<file path="src/rtl/rv32_pkg.sv">
// ============================================================================
// Module      : rv32_pkg
// Description : Shared RV32I constants and the regfile dumper state type.
// Revision    : 1.0
// ============================================================================
`default_nettype none

package rv32_pkg;

    localparam int XLEN       = 32;
    localparam int NUM_REGS   = 32;
    localparam int REG_ADDR_W = 5;

    typedef enum logic [1:0] {
        IDLE = 2'd0,
        READ = 2'd1,
        SEND = 2'd2,
        DONE = 2'd3
    } dump_state_t;

endpackage

`default_nettype wire

</file>
<file path="src/rtl/regfile_dumper.sv">
// ============================================================================
// Module      : regfile_dumper
// Description : Stalls the core and streams every architectural register out
//               as an (index, value) beat on a valid/ready interface.
// Revision    : 1.0
// ============================================================================
`default_nettype none

module regfile_dumper #(
    parameter int NUM_REGS = rv32_pkg::NUM_REGS,
    parameter int ADDR_W   = rv32_pkg::REG_ADDR_W,
    parameter int DATA_W   = rv32_pkg::XLEN,
    parameter int SKIP_X0  = 0
) (
    input  logic              clk,
    input  logic              rst,
    input  logic              start,
    output logic [ADDR_W-1:0] rf_raddr,
    input  logic [DATA_W-1:0] rf_rdata,
    output logic              cpu_stall,
    output logic              out_valid,
    input  logic              out_ready,
    output logic [ADDR_W-1:0] out_addr,
    output logic [DATA_W-1:0] out_data,
    output logic              out_last,
    output logic              busy,
    output logic              done
);

    import rv32_pkg::*;

    localparam logic [ADDR_W-1:0] c_last_idx  = ADDR_W'(NUM_REGS - 1);
    localparam logic [ADDR_W-1:0] c_first_idx = (SKIP_X0 != 0) ? ADDR_W'(1) : '0;

    dump_state_t       r_state;
    dump_state_t       w_state_nxt;
    logic [ADDR_W-1:0] r_idx;
    logic [ADDR_W-1:0] w_idx_nxt;
    logic              r_out_valid;
    logic              w_out_valid_nxt;
    logic [ADDR_W-1:0] r_out_addr;
    logic [ADDR_W-1:0] w_out_addr_nxt;
    logic [DATA_W-1:0] r_out_data;
    logic [DATA_W-1:0] w_out_data_nxt;
    logic              r_out_last;
    logic              w_out_last_nxt;
    logic [ADDR_W-1:0] w_rf_raddr;

    always_ff @(posedge clk) begin
        if (rst) begin
            r_state     <= IDLE;
            r_idx       <= '0;
            r_out_valid <= 1'b0;
            r_out_addr  <= '0;
            r_out_data  <= '0;
            r_out_last  <= 1'b0;
        end else begin
            r_state     <= w_state_nxt;
            r_idx       <= w_idx_nxt;
            r_out_valid <= w_out_valid_nxt;
            r_out_addr  <= w_out_addr_nxt;
            r_out_data  <= w_out_data_nxt;
            r_out_last  <= w_out_last_nxt;
        end
    end

    always_comb begin
        w_state_nxt     = r_state;
        w_idx_nxt       = r_idx;
        w_out_valid_nxt = r_out_valid;
        w_out_addr_nxt  = r_out_addr;
        w_out_data_nxt  = r_out_data;
        w_out_last_nxt  = r_out_last;
        w_rf_raddr      = '0;

        case (r_state)
            IDLE: begin
                if (start) begin
                    w_idx_nxt   = c_first_idx;
                    w_state_nxt = READ;
                end
            end
            READ: begin
                w_rf_raddr      = r_idx;
                w_out_data_nxt  = rf_rdata;
                w_out_addr_nxt  = r_idx;
                w_out_last_nxt  = (r_idx == c_last_idx);
                w_out_valid_nxt = 1'b1;
                w_state_nxt     = SEND;
            end
            SEND: begin
                // Beat fields stay frozen until the sink takes the beat.
                if (r_out_valid && out_ready) begin
                    w_out_valid_nxt = 1'b0;
                    if (r_out_last) begin
                        w_state_nxt = DONE;
                    end else begin
                        w_idx_nxt   = r_idx + 1'b1;
                        w_state_nxt = READ;
                    end
                end
            end
            DONE: begin
                w_state_nxt = IDLE;
            end
            default: begin
                w_state_nxt = IDLE;
            end
        endcase
    end

    assign rf_raddr  = w_rf_raddr;
    assign out_valid = r_out_valid;
    assign out_addr  = r_out_addr;
    assign out_data  = r_out_data;
    assign out_last  = r_out_last;
    assign busy      = (r_state != IDLE);
    assign cpu_stall = (r_state != IDLE);
    assign done      = (r_state == DONE);

endmodule

`default_nettype wire

</file>
<file path="config.mk">
export PLATFORM = sky130hd
export DESIGN_NAME = regfile_dumper
export DESIGN_NICKNAME = d
export VERILOG_FILES = /design/src/rtl/rv32_pkg.sv /design/src/rtl/regfile_dumper.sv
export SDC_FILE = /design/constraint.sdc
export NUM_CORES = 1
export LEC_CHECK = 0
export CAP_MARGIN = 10
export CELL_PAD_IN_SITES_DETAIL_PLACEMENT = 1
export CELL_PAD_IN_SITES_GLOBAL_PLACEMENT = 1
export CORE_MARGIN = 2
export CORE_UTILIZATION = 25
export DETAILED_ROUTE_END_ITERATION = 8
export HOLD_SLACK_MARGIN = 0.08
export PLACE_DENSITY = 0.73
export SLEW_MARGIN = 20
export SYNTH_ARGS = -nofsm -noshare
export SYNTH_HDL_FRONTEND = slang
export SYNTH_SLANG_ARGS = --single-unit
export TNS_END_PERCENT = 30
</file>
<file path="constraint.sdc">
create_clock -name clk -period 1.5 [get_ports clk]
set_clock_uncertainty 0.2 [all_clocks]
set_input_delay 0.3 -clock clk [delete_from_list [all_inputs] [get_ports clk]]
set_output_delay 0.3 -clock clk [all_outputs]
set_load 0.03 [all_outputs]
</file>
==> impl_metrics.env <==
export IMPL_p_leak_nw=1.22
export IMPL_grt_total_usage_pct=13.2
export IMPL_ys_ff_latch=46
export IMPL_hold_class="in2reg"
export IMPL_drive_gt1_share_pct=38.1
export IMPL_vias_per_cell=4.51
export IMPL_synthTopCellsByArea="dfxtp_1 (52%), nand2_1 (16%), a21oi_1 (12%)"
export IMPL_synth_top_area_cell="dfxtp_1"
export IMPL_ys_types=32
export IMPL_avgSynthCellArea_um2=8.07
export IMPL_slew_violations=0
export IMPL_clk_latency_ns=0.29
export IMPL_clkSinkCount=46
export IMPL_required_ns=1.00
export IMPL_path_max_fanout=6
export IMPL_place_hpwl_um=3620
export IMPL_fin_total_pwr_mw=2.81
export IMPL_start_util_pct=26.1
export IMPL_synth_cells=221
export IMPL_place_port_buffers=82
export IMPL_critPathMaxStageDelay_ns=0.33
export IMPL_finalSetupViolCount=8
export IMPL_final_nets=355
export IMPL_preCtsSetupSlack_ns=-0.406
export IMPL_max_cap_violations=0
export IMPL_cts_buffers=5
export IMPL_critPathArrivalTime_ns=1.19
export IMPL_relSlewSlack_pct=80.6
export IMPL_setup_slack_ns=-0.188
export IMPL_whs_ns=0.233
export IMPL_placementRows=30
export IMPL_grt_ovfl_total=0
export IMPL_avgRoutedWirePerCell_um=13.2
export IMPL_syn_num_nets=259
export IMPL_area_growth_pct=73.8
export IMPL_clockBufferDepth=2
export IMPL_ios=83
export IMPL_yosysSeqAreaShare_pct=51.6
export IMPL_status="finished, violations left"
export IMPL_cpLargestDelayFamily="simple AND/OR/NAND/NOR gates"
export IMPL_dieArea_mm2=0.00782
export IMPL_cts_clk_slew_worst_paths_ns=0.09
export IMPL_dieWidth_um=88.5
export IMPL_finalHoldViolCount=0
export IMPL_htreeDepth=2
export IMPL_drc=0
export IMPL_core_area_mm2=0.00683
export IMPL_synth_warnings=0
export IMPL_synth_area_mm2=0.00178
export IMPL_cts_tree="done"
export IMPL_max_freq_mhz=592
export IMPL_critPathKind="reg2out"
export IMPL_grt_max_degree=47
export IMPL_p_per_area_mw_per_mm2=906
export IMPL_synth_top_cell_area_share_pct=51.6
export IMPL_tns_ns=-1.32
export IMPL_initialDrtViolationCount=23
export IMPL_critPathCaptureType="primary output"
export IMPL_cp_slowest_cell="dfxtp_2"
export IMPL_die_y_um=88.5
export IMPL_critPathLaunchType="flip-flop"
export IMPL_worstPathBufferInverterCount=2
export IMPL_antenna_found_initial=0
export IMPL_drt_first_pass_iters=4
export IMPL_fin_crit_sh_pct=113
export IMPL_ir_drop_v=0.000557
export IMPL_place_congestion=0.779
export IMPL_post_route_min_period_ns=1.69
export IMPL_synth_edff_count=0
export IMPL_clockRootBuffer="clkbuf_8"
export IMPL_n_antenna_cell=0
export IMPL_reg2reg_slack_ns=0.01
export IMPL_violations="negative setup slack"
export IMPL_grt_pass1_wl_um=8210
export IMPL_grt_pass1_vias=1873
export IMPL_tightest_slew_ns=0.288
export IMPL_drtAntennaViolNets=0
export IMPL_rsz0062_at_grt="yes"
export IMPL_wirelength_um=5460
export IMPL_synth_main_ff_cell="dfxtp_1"
export IMPL_worstPathCellList="and2b_4 -> nand2_2 -> inv_2 -> buf_6"
export IMPL_synthArstFlopShare_pct=0
export IMPL_nFillCells=815
export IMPL_num_vias=1868
[power breakdown]
part,internal (mW),switching [mW]
clock,0.497,0.415
combinational,0.289,0.302
sequential,1.27,0.0316
[stage by stage]
step | util, % | instances | instance area [um2]
after floorplan | - | 221 | 1790
after global placement | 39.6 | 398 | 2710
after detailed placement | 39.6 | 398 | 2710
after CTS | 43.1 | 410 | 2940
after global routing | 45.3 | 414 | 3100
final | 45.3 | 414 | 3100
[cells in the mapped netlist (all sizes together), types with 2 or more instances]
cell type	count
clkbuf	8
ha	2
nand2	76
o21ai	2
o211ai	5
and2b	2
a211oi	2
nand2b	2
a21oi	43
nor2	2
dfxtp	46
inv	7
buf	8
nand3	2
a31oi	2
or4	2
[layout by cell type (no fill, tap or decap), drive strengths merged, types with 2 or more instances in the layout]
cell type / n
o211ai: 5
nand3: 2
ha: 2
clkdlybuf4s50: 33
a21oi: 43
nand2: 76
dfxtp: 46
clkbuf: 10
a31oi: 2
nor2: 2
buf: 55
and2b: 2
o21ai: 2
a211oi: 2
clkdlybuf4s15: 12
inv: 7
nand2b: 2
or4: 2
[flip-flops by register name, summed over array words and instances, names as in the netlist]
| register | flops |
|---|---|
| out_data | 32 |
| out_addr | 5 |
| r_idx | 5 |
| r_state | 2 |
| out_last | 1 |
| out_valid | 1 |
[area by class of cell]
cell class                 count  area [um2]  area share, %
clock buffer                   6        72.6           2.34
inverter                       7        26.3          0.848
tap                           96         120           3.88
clock inverter                 2        37.5           1.21
sequential                    46         931           30.0
multi-input combinational    152         858           27.7
timing repair buffer         105        1050           34.0
[path summary, 6_finish.rpt]
path,start,endpoint,cells past startpoint
min reg2reg,out_data[19],out_data[19],2
max,r_state[1],rf_raddr[2],4
min,rst,out_data[12],3
max reg2reg,r_state[1],out_data[24],6
[cell families after synthesis]
family,count (synthesis),synth area share [%]
AO/OA/AOI/OAI,55,16.8
adder cells (fa/ha/maj),2,1.40
buffers and inverters,23,6.53
flip-flops,46,51.6
AND/OR/NAND/NOR,95,23.6
[worst min-delay path, stage by stage]
cell and delay, ns:
buf_2 0.10, buf_12 0.25, a21oi_2 0.04
[layer usage]
metal  vias up  share of wire [%]  track usage (%)
met3         4                5.2             3.54
met5         -                  0                0
li1        914                  -                -
met1       903                 43             15.0
met2        47                 51             24.6
met4         0               0.73             3.17
[what timing repair did]
| action | CTS | global route |
|---|---|---|
| setup endpoints to repair | 43 | 48 |
| hold buffers | 0 | 0 |
| cloned | 0 | 2 |
| gates resized for setup | 68 | 29 |
| pin swaps | 3 | 4 |
| setup buffers | 4 | 3 |
Note: power is estimated with default switching activity, not from simulation.
